`src/rtl/vector_read_module.sv`:
```
// Memory-to-register load engine: issues sequential reads from a synchronous
// data memory and assembles the returned words into a vector or a scalar.
module vector_read_module #(
    parameter int unsigned I = 20,
    parameter int unsigned L = 32,
    parameter int unsigned A = 10
) (
    input  logic                clk,
    input  logic                rst,
    input  logic                start,
    input  logic                op_type,
    input  logic [A-1:0]        base_address,
    input  logic [L-1:0]        read_data,
    output logic [A-1:0]        read_address,
    output logic                read_en,
    output logic [I-1:0][L-1:0] vector_data,
    output logic [L-1:0]        scalar_data,
    output logic                busy,
    output logic                finished
);

    typedef enum logic [1:0] {IDLE, ISSUE, DRAIN} state_t;

    localparam logic [A-1:0] LAST_VEC = A'(I - 1);

    state_t       state_q, state_d;
    logic         op_q;
    logic [A-1:0] base_q;
    logic [A-1:0] count_q;
    logic [A-1:0] last_idx;
    logic         cap_valid_q;
    logic [A-1:0] cap_idx_q;

    assign last_idx = op_q ? LAST_VEC : '0;

    always_ff @(posedge clk or posedge rst) begin
        if (rst) begin
            state_q <= IDLE;
        end else begin
            state_q <= state_d;
        end
    end

    // Address and control outputs are decoded from state so reset clears them at once.
    always_comb begin
        state_d      = state_q;
        read_en      = 1'b0;
        read_address = '0;
        busy         = 1'b0;
        case (state_q)
            IDLE: begin
                if (start) state_d = ISSUE;
            end
            ISSUE: begin
                read_en      = 1'b1;
                read_address = base_q + count_q;
                busy         = 1'b1;
                if (count_q == last_idx) state_d = DRAIN;
            end
            DRAIN: begin
                busy    = 1'b1;
                state_d = IDLE;
            end
            default: state_d = IDLE;
        endcase
    end

    always_ff @(posedge clk or posedge rst) begin
        if (rst) begin
            op_q    <= 1'b0;
            base_q  <= '0;
            count_q <= '0;
        end else if (state_q == IDLE && start) begin
            op_q    <= op_type;
            base_q  <= base_address;
            count_q <= '0;
        end else if (state_q == ISSUE) begin
            count_q <= count_q + 1'b1;
        end
    end

    // Returned word lines up with the address issued one cycle earlier.
    always_ff @(posedge clk or posedge rst) begin
        if (rst) begin
            cap_valid_q <= 1'b0;
            cap_idx_q   <= '0;
            vector_data <= '0;
            scalar_data <= '0;
            finished    <= 1'b0;
        end else begin
            cap_valid_q <= read_en;
            cap_idx_q   <= count_q;
            finished    <= (state_q == DRAIN);
            if (cap_valid_q) begin
                if (op_q) begin
                    for (int unsigned k = 0; k < I; k++) begin
                        if (cap_idx_q == A'(k)) vector_data[k] <= read_data;
                    end
                end else begin
                    scalar_data <= read_data;
                end
            end
        end
    end

endmodule

```
`config.mk`:
```
export PLATFORM = sky130hd
export DESIGN_NAME = vector_read_module
export DESIGN_NICKNAME = d
export VERILOG_FILES = /design/src/rtl/vector_read_module.sv
export SDC_FILE = /design/constraint.sdc
export NUM_CORES = 1
export LEC_CHECK = 0
export ABC_CLOCK_PERIOD_IN_PS = 52900
export BUFFER_PORTS_ARGS = -buffer_cell sky130_fd_sc_hd__buf_4
export CAP_MARGIN = 20
export CELL_PAD_IN_SITES_DETAIL_PLACEMENT = 1
export CELL_PAD_IN_SITES_GLOBAL_PLACEMENT = 1
export CORE_AREA = 3 3 283 285
export CTS_CLUSTER_DIAMETER = 150
export CTS_CLUSTER_SIZE = 8
export DETAILED_ROUTE_END_ITERATION = 8
export DIE_AREA = 0 0 286 288
export PLACE_DENSITY = 0.77
export SETUP_SLACK_MARGIN = 0.4
export SKIP_LAST_GASP = 1
export SYNTH_ARGS = -nofsm -noshare
export SYNTH_HDL_FRONTEND = slang
export SYNTH_SLANG_ARGS = --single-unit
```
`constraint.sdc`:
```
create_clock -name clk -period 52.9 [get_ports clk]
set_clock_uncertainty 0.05 [all_clocks]
set_input_delay 13.225 -clock clk [delete_from_list [all_inputs] [get_ports clk]]
set_output_delay 13.225 -clock clk [all_outputs]
set_load 0.01 [all_outputs]
```
==> results.toml, run 1 <==
[layout]
regArea_mm2 = 0.0177
multi_input_area_mm2 = 0.00919
area_growth_pct = 33.1
fin_cells = 3460
drive_gt1_frac = 0.645
fin_nets = 2466
fillers = 7813

[clock_network]
cts_max_level = 3
clockBufferDepth = 3
cts_buffers = 98
ctsHoldBuffers = 0
cts-root-buf = "clkbuf_16"
path_clk_slew_ns = 0.05
tritoncts = "yes"
clock-sinks = 707
cts.repair.resized = 0
insertion_delay_ns = 0.65
post_cts_buffers = 0

[floorplan]
die-area_mm2 = 0.0824
rows = 102
die_y_um = 288
ios = 731
fp.dieW_um = 286
start_util = 0.355
core_area_mm2 = 0.0776

[outcome]
outcome = "finished, final reports clean"

[synthesis]
synth_edf_count = 0
yosysTopAreaCell = "dfrtp_1"
async_flop_share = 1.00
syn-cell-area_mm2 = 0.0275
synth-seq-cells = 707
yosys_warnings = 0
netlist_instances = 1681
yosysTopAreaCellShare = 0.643
synth_area_leaders = "dfrtp_1 (64%), mux2_2 (22%), mux2_4 (6.5%)"
synthTopCellsByCount = "dfrtp_1 (707), mux2_2 (542), mux2_4 (120)"
seq_area_frac_synth = 0.643
yosysUniqueCellTypes = 44
synth_most_common_cell = "dfrtp_1"
ys.flop_type = "dfrtp_1"
syn_area_per_cell_um2 = 16.4
synth_nets = 1742

[critical_path]
cp_max_fo = 8
cp_slowest_cell = "dfrtp_1"
end_kind = "output port"
critical_path_buf_inv_count = 2
path_delay_family = "compound AO/OA/AOI/OAI gates"
worstPathCellList = "ha_1, inv_1, fa_1, nor2b_1, o31a_1, or4_1, a31oi_1, mux2i_1, buf_4"
arrival_ns = 3.02
cp-start-kind = "register"
crit_type = "reg -> out"
cp.required_ns = 39.62
cpPeakStageDelay_ns = 0.47

[timing]
worst_pin_slew_ns = 1.09
report.final.slew_viol_count = 0
fin_ws_ns = 36.60
finalCritPeriodShare = 0.308
setup_viol = 0
max-slew-margin-rel = 0.272
hold_viol = 0
clock.fmax_mhz = 61.4
min_period_ns = 16.30
fin_hold_ws_ns = 0.425
setup_tns_ns = 0
rsz0062_at_grt = "false"

[place]
place_congestion = 0.789
pre_cts_ws_ns = 37.05
hpwl_um = 67300
port_buffers = 730
dp_cells = 3344

[hold_path]
hold_class = "reg -> reg"

[route]
ant_nets = 0
vias_per_cell = 5.10
drt_pass1_iterations = 6
drc = 0
drt_iter0_drc = 801
drt-total-wl_um = 98200
routedWlPerCell_um = 28.4
vias = 17652

[global_route]
grt_max_degree = 176
antenna_found_initial = 2
grtUsageTotal = 0.231
grt_pass1_wl_um = 140000
gr-total-overflow = 0
grt_pass1_vias = 19783

[power_and_ir_drop]
p_int_mw = 1.31
pwr-share-seq = 0.404
leakagePower_nw = 18.7
p_sw_uw = 586
p_sw_frac = 0.310
powerDensity_mw_per_mm2 = 51.6
clock_power_share = 0.296
combPwrFrac = 0.300
irDropWorstVdd_mv = 0.0357

[run]
max-cap-violations = 0
## stage by stage
step | power, mW | util | instance area [um^2]
after CTS | 1.91 | 0.472 | 36600
after global placement | 1.31 | 0.437 | 33900
after floorplan | 1.01 | - | 27500
after global routing | 1.98 | 0.472 | 36600
final | 1.89 | 0.472 | 36600
after detailed placement | 1.34 | 0.438 | 34000
## cells in the final DEF, fill, tap and decap left out, drive strengths merged, types with 6 or more instances in the layout
| master | Yosys | final |
|---|---|---|
| or3 | 6 | 6 |
| inv | 8 | 8 |
| o21ai | 6 | 6 |
| nand2 | 15 | 15 |
| nor3 | 11 | 11 |
| dfrtp | 707 | 707 |
| diode | 0 | 9 |
| ha | 14 | 14 |
| nor2 | 28 | 28 |
| clkinv | 0 | 6 |
| mux2 | 682 | 682 |
| xor2 | 9 | 9 |
| clkbuf | 82 | 99 |
| buf | 56 | 762 |
## logic make-up after synthesis
logic type | count (synthesis) | synth area share
flip-flops | 707 | 0.643
multiplexers | 684 | 0.296
buffers and inverters | 146 | 0.0270
AND/OR/NAND/NOR | 94 | 0.0178
AO/OA/AOI/OAI | 23 | 0.00546
adder cells (fa/ha/maj) | 15 | 0.00709
XOR/XNOR | 12 | 0.00382
## area by class of cell
type / instances / share of cell area
multi-input combinational: 828 / 0.251
inverter: 8 / 0.00102
clock inverter: 7 / 0.00437
antenna: 9 / 0.000615
timing repair buffer: 762 / 0.157
sequential: 707 / 0.483
tap: 1040 / 0.0355
clock buffer: 99 / 0.0676
## power by group through the flow
stage	clock network, mW	logic (mW)	registers, mW
global placement	0	0.554	0.758
finish	0.560	0.568	0.763
global route	0.599	0.599	0.779
floorplan	0	0.202	0.808
detailed placement	0	0.572	0.769
CTS	0.573	0.575	0.763
## worst paths after layout
kind,startpoint,to,slack [ns],cells past startpoint
max in group asynchronous,rst,vector_data[182],37.82,4
max,count_q[0],read_address[8],36.60,9
min in group asynchronous,rst,vector_data[419],12.64,2
min,count_q[3],cap_idx_q[3],0.42,0
max reg2reg,op_q,vector_data[490],49.46,6
min reg2reg,count_q[3],cap_idx_q[3],0.42,0
## flip-flops by register name, indices dropped and copies added, names as in the netlist
name and cells:
count_q 10, op_q 1, state_q 2, cap_idx_q 10, finished 1, base_q 10, cap_valid_q 1, vector_data 640
scalar_data 32
## per-layer routing
| layer | GRT usage | vias up | share of wire |
|---|---|---|---|
| met4 | 0.124 | 0 | 0.056 |
| li1 | - | 7247 | - |
| met3 | 0.0561 | 261 | 0.066 |
| met1 | 0.271 | 9430 | 0.38 |
| met2 | 0.392 | 714 | 0.50 |
| met5 | 0 | - | 0 |
No activity file was read; power rests on OpenSTA's default activity.
==> inputs of run 2 (changes only) <==
--- a/config.mk
+++ b/config.mk
@@ -5,17 +5,17 @@
 export SDC_FILE = /design/constraint.sdc
 export NUM_CORES = 1
 export LEC_CHECK = 0
-export ABC_CLOCK_PERIOD_IN_PS = 52900
+export ABC_CLOCK_PERIOD_IN_PS = 13400
 export BUFFER_PORTS_ARGS = -buffer_cell sky130_fd_sc_hd__buf_4
 export CAP_MARGIN = 20
 export CELL_PAD_IN_SITES_DETAIL_PLACEMENT = 1
 export CELL_PAD_IN_SITES_GLOBAL_PLACEMENT = 1
-export CORE_AREA = 3 3 283 285
+export CORE_AREA = 3 3 286 288
 export CTS_CLUSTER_DIAMETER = 150
 export CTS_CLUSTER_SIZE = 8
 export DETAILED_ROUTE_END_ITERATION = 8
-export DIE_AREA = 0 0 286 288
-export PLACE_DENSITY = 0.77
+export DIE_AREA = 0 0 289 291
+export PLACE_DENSITY = 0.79
 export SETUP_SLACK_MARGIN = 0.4
 export SKIP_LAST_GASP = 1
 export SYNTH_ARGS = -nofsm -noshare
==> constraint.sdc (replaced) <==
create_clock -name clk -period 13.4 [get_ports clk]
set_clock_uncertainty 0.05 [all_clocks]
set_input_delay 3.35 -clock clk [delete_from_list [all_inputs] [get_ports clk]]
set_output_delay 3.35 -clock clk [all_outputs]
set_load 0.01 [all_outputs]
==> run 2 against run 1 <==
Net effect: flip-flop and latch count unchanged; hold slack got worse by 0.021 ns; critical path depth unchanged; clock-buffer cell count did not move; combinational power rose to 3.9 times the previous value; wire length fell by 2.6%; final cell count is 0.26% higher; sequential share of layout area is essentially flat.
==> results.toml, run 2 (synthesis gave the netlist of run 1 again) <==
[global_route]
grt_max_degree = 175
grt_pass1_vias = 19633
grtUsageTotal = 0.223
gr-total-overflow = 0
grt_pass1_wl_um = 138000
antenna_found_initial = 4

[layout]
fillers = 7885
final_common_cell = "buf_4"
area_growth_pct = 33.2
largest_register_ffs = 640
stdcell_area_mm2 = 0.0367
largestRegisters = "vector_data: 640 flops, scalar_data: 32 flops"
fin_nets = 2467
drive_gt1_frac = 0.645
final_cell_mix = "buf_4 (755), dfrtp_1 (707), mux2_2 (542)"
max_flop_register = "vector_data"
fin_cells = 3469

[clock_network]
post_cts_buffers = 0
ctsHoldBuffers = 0
cts-root-buf = "clkbuf_16"
tritoncts = "yes"
path_clk_slew_ns = 0.06
cts_max_level = 3
clock-sinks = 707
cts.repair.resized = 0
insertion_delay_ns = 0.64
clockBufferDepth = 3
cts_buffers = 98

[floorplan]
die-area_mm2 = 0.0841
rows = 103
ios = 731
start_util = 0.348
die_y_um = 291
fp.dieW_um = 289
core_area_mm2 = 0.0791

[route]
vias_per_cell = 5.07
drt_pass1_iterations = 4
drt_iter0_drc = 768
vias = 17605
routedWlPerCell_um = 27.6
ant_nets = 0
drt-total-wl_um = 95700
drc = 0

[timing]
hold_viol = 0
setup_tns_ns = 0
fin_ws_ns = 6.87
max-slew-margin-rel = 0.283
finalCritPeriodShare = 0.487
worst_pin_slew_ns = 1.07
fin_hold_ws_ns = 0.404
report.final.slew_viol_count = 0
setup_viol = 0
rsz0062_at_grt = "false"
clock.fmax_mhz = 153
min_period_ns = 6.53

[place]
pre_cts_ws_ns = 7.34
dp_cells = 3352
port_buffers = 730
dpl_cell_area_mm2 = 0.0340
place_congestion = 0.806
hpwl_um = 65600

[critical_path]
r2r_slack_ns = 10.15
crit_start = "count_q[0]"
path_delay_family = "compound AO/OA/AOI/OAI gates"
cp_num_cells = 9
cpPeakStageDelay_ns = 0.46
cp_slowest_cell = "dfrtp_1"
cp_max_fo = 8
arrival_ns = 3.13
crit_type = "reg -> out"
worstPathCellList = "ha_1, inv_1, fa_1, nor2b_1, o31a_1, or4_1, a31oi_1, mux2i_1, buf_4"
critical_path_buf_inv_count = 2
cp-start-kind = "register"
r2r_cells = 6
cp.required_ns = 10.00
end_kind = "output port"
timing.rr.end = "vector_data[593]"
cp-endpoint = "read_address[8]"
worst_r2r_startpoint = "cap_idx_q[3]"

[power_and_ir_drop]
leakagePower_nw = 18.6
p_sw_mw = 2.28
clock_power_share = 0.297
combPwrFrac = 0.298
p_int_mw = 5.15
irDropWorstVdd_mv = 0.138
pwr-share-seq = 0.405
powerDensity_mw_per_mm2 = 203
p_sw_frac = 0.307

[outcome]
outcome = "finished, final reports clean"

[run]
max-cap-violations = 0

[hold_path]
hold_start = "count_q[7]"
hold_class = "reg -> reg"
run 2: cell count changes in the layout (fill, tap and decap cells not counted):
cell        previous run  this run
clkinvlp_4             1         2
nor3_4                 1         0
diode_2                9         7
inv_8                  1         0
nor3_2                 4         5
clkbuf_8               0         1
buf_12                 3         4
buf_4                756       755
run 2: per-stage QoR:
step | power (mW) | utilization
after floorplan | 3.99 | -
after global placement | 5.14 | 0.429
after detailed placement | 5.26 | 0.429
after CTS | 7.52 | 0.463
after global routing | 7.78 | 0.463
final | 7.43 | 0.463
run 2: how the worst min path moves through the flow:
stage,end,depth (start not counted)
floorplan,cap_idx_q[9],0
global placement,cap_idx_q[7],0
detailed placement,cap_idx_q[7],0
CTS,cap_idx_q[7],0
global route,cap_idx_q[7],0
finish,cap_idx_q[7],0
run 2: layout make-up:
cell class,instances,area [um^2],share of cell area
Tap cell,1050,1310,0.0358
Clock inverter,7,160,0.00437
Multi-Input combinational cell,828,9180,0.250
Sequential cell,707,17700,0.482
Antenna cell,7,17.5,0.000478
Clock buffer,99,2480,0.0676
Timing Repair Buffer,763,5800,0.158
Inverter,8,33.8,0.000921
run 2: power groups by stage:
stage	clock (mW)	sequential (mW)	combinational, mW
floorplan	0	3.19	0.799
global placement	0	2.99	2.16
detailed placement	0	3.03	2.22
CTS	2.27	3.01	2.24
global route	2.36	3.08	2.34
finish	2.21	3.01	2.21
run 2: layer usage:
| metal | global-route usage | vias up | routed length [um] |
|---|---|---|---|
| li1 | - | 7258 | - |
| met1 | 0.257 | 9469 | 36000 |
| met2 | 0.387 | 658 | 48100 |
| met3 | 0.0545 | 220 | 6480 |
| met4 | 0.110 | 0 | 5180 |
| met5 | 0 | - | 0 |
==> inputs of run 3 (changes only) <==
--- a/config.mk
+++ b/config.mk
@@ -5,17 +5,17 @@
 export SDC_FILE = /design/constraint.sdc
 export NUM_CORES = 1
 export LEC_CHECK = 0
-export ABC_CLOCK_PERIOD_IN_PS = 13400
+export ABC_CLOCK_PERIOD_IN_PS = 6700
 export BUFFER_PORTS_ARGS = -buffer_cell sky130_fd_sc_hd__buf_4
 export CAP_MARGIN = 20
 export CELL_PAD_IN_SITES_DETAIL_PLACEMENT = 1
 export CELL_PAD_IN_SITES_GLOBAL_PLACEMENT = 1
-export CORE_AREA = 3 3 286 288
+export CORE_AREA = 3 3 283 285
 export CTS_CLUSTER_DIAMETER = 150
 export CTS_CLUSTER_SIZE = 8
 export DETAILED_ROUTE_END_ITERATION = 8
-export DIE_AREA = 0 0 289 291
-export PLACE_DENSITY = 0.79
+export DIE_AREA = 0 0 286 288
+export PLACE_DENSITY = 0.77
 export SETUP_SLACK_MARGIN = 0.4
 export SKIP_LAST_GASP = 1
 export SYNTH_ARGS = -nofsm -noshare
==> constraint.sdc (replaced) <==
create_clock -name clk -period 6.7 [get_ports clk]
set_clock_uncertainty 0.05 [all_clocks]
set_input_delay 1.675 -clock clk [delete_from_list [all_inputs] [get_ports clk]]
set_output_delay 1.675 -clock clk [all_outputs]
set_load 0.01 [all_outputs]
==> run 3 against run 2 <==
Net effect: clock power grew 100%; sequential power grew 100%; wire length grew 1.1%; via count is essentially flat; first-iteration DRC count shrank 8.9%; sequential share of layout area is essentially flat; critical path depth is the same; core utilization grew 0.94 points; critical path type unchanged; largest power group unchanged; highest routed layer unchanged.
==> results.toml, run 3 (synthesis gave the netlist of run 1 again) <==
[outcome]
outcome = "finished, final reports clean"

[critical_path]
worstPathCellList = "ha_1, inv_1, fa_1, nor2b_1, o31a_1, or4_1, a31oi_1, mux2i_1, buf_4"
path_delay_family = "simple AND/OR/NAND/NOR gates"
end_kind = "output port"
crit_type = "reg -> out"
cp.required_ns = 4.97
worst_r2r_startpoint = "op_q"
crit_start = "count_q[0]"
cpPeakStageDelay_ns = 0.46
critical_path_buf_inv_count = 2
arrival_ns = 2.95
cp_max_fo = 8
cp_slowest_cell = "dfrtp_1"
cp-start-kind = "register"

[power_and_ir_drop]
p_total_mw = 14.9
irDropWorstVdd_mv = 0.237
powerDensity_mw_per_mm2 = 407
leakagePower_nw = 18.7

[global_route]
grt_pass1_vias = 19699
grt_pass1_wl_um = 139000
gr-total-overflow = 0
grtUsageTotal = 0.229
antenna_found_initial = 4
grt_max_degree = 156

[place]
place_congestion = 0.844
pre_cts_ws_ns = 2.69
hpwl_um = 66300
port_buffers = 730

[timing]
hold_viol = 0
clock.fmax_mhz = 214
rsz0062_at_grt = "false"
finalCritPeriodShare = 0.697
setup_viol = 0
min_period_ns = 4.67
worst_pin_slew_ns = 1.05
report.final.slew_viol_count = 0
max-slew-margin-rel = 0.299
fin_ws_ns = 2.03

[clock_network]
cts-root-buf = "clkbuf_16"
path_clk_slew_ns = 0.05
clock-sinks = 707
cts_max_level = 3
ctsHoldBuffers = 0
clockBufferDepth = 3
cts.repair.resized = 0
tritoncts = "yes"
post_cts_buffers = 0
insertion_delay_ns = 0.64
cts_buffers = 98

[layout]
fin_util = 0.473
drive_gt1_frac = 0.645
fillers = 7815
fin_nets = 2468
area_growth_pct = 33.3
largestRegisters = "vector_data: 640 flops, scalar_data: 32 flops"
final_cell_mix = "buf_4 (756), dfrtp_1 (707), mux2_2 (542)"
final_common_cell = "buf_4"
largest_register_ffs = 640
max_flop_register = "vector_data"

[route]
ant_nets = 0
drc = 0
drt-total-wl_um = 96800
drt_iter0_drc = 700
routedWlPerCell_um = 28.0
vias = 17589
drt_pass1_iterations = 4
vias_per_cell = 5.09

[floorplan]
rows = 102
ios = 731
die_y_um = 288
die-area_mm2 = 0.0824
fp.dieW_um = 286
start_util = 0.355
core_area_mm2 = 0.0776

[hold_path]
hold_class = "reg -> reg"
hold_start = "vector_data[584]"

[run]
max-cap-violations = 0
run 3: changes by cell type in the layout (fill, tap and decap cells not counted), sizes merged:
cell and delta:
diode -4, buf +2, clkbuf -1, clkinv -1, inv +1
run 3: worst paths after layout:
kind / cells after the start / end / slack (ns)
max reg2reg: 6 / vector_data[492] / 3.44
min: 1 / vector_data[584] / 0.44
min reg2reg: 1 / vector_data[584] / 0.44
min in group asynchronous: 2 / scalar_data[0] / 1.16
max: 9 / read_address[8] / 2.03
max in group asynchronous: 4 / vector_data[180] / 4.04
run 3: per-layer routing:
layer  track usage  up-vias  wire length, um
li1              -     7246                -
met4         0.120        0             5310
met1         0.268     9390            37000
met5             0        -                0
met2         0.394      699            48600
met3        0.0505      254             5840
run 3: layout make-up:
type / count / area [um^2] / area share
clock inverters: 7 / 178 / 0.00484
diodes: 3 / 7.51 / 0.000205
flip-flops and latches: 707 / 17700 / 0.482
well taps: 1040 / 1300 / 0.0355
clock buffers: 99 / 2480 / 0.0675
multi-input cells: 828 / 9180 / 0.250
inverters: 8 / 33.8 / 0.000921
repair buffers: 764 / 5820 / 0.159
run 3: stage by stage:
step	hold slack [ns]	area (um^2)	cells	TNS, ns
2_1_floorplan	0.370	27500	1681	-3326.36
3_3_place_gp	0.422	34000	3345	0
3_5_place_dp	0.428	34000	3345	0
4_1_cts	0.438	36700	3451	0
5_1_grt	0.456	36700	3453	0
6_report	0.435	36700	3456	0
run 3: worst register-to-register path: stages, from the launching register on:
cell	delay (ns)
dfrtp_1	0.43
nand2_1	0.10
nor4_2	0.25
nand3b_1	0.44
nor3_2	0.91
buf_4	0.53
mux2_2	0.44
run 3: power by group:
| part | leakage, nW | total [mW] | internal [mW] | switching [mW] |
|---|---|---|---|---|
| combinational | 8.28 | 4.47 | 2.38 | 2.09 |
| sequential | 9.09 | 6.01 | 5.33 | 0.678 |
| clock | 1.29 | 4.43 | 2.61 | 1.83 |
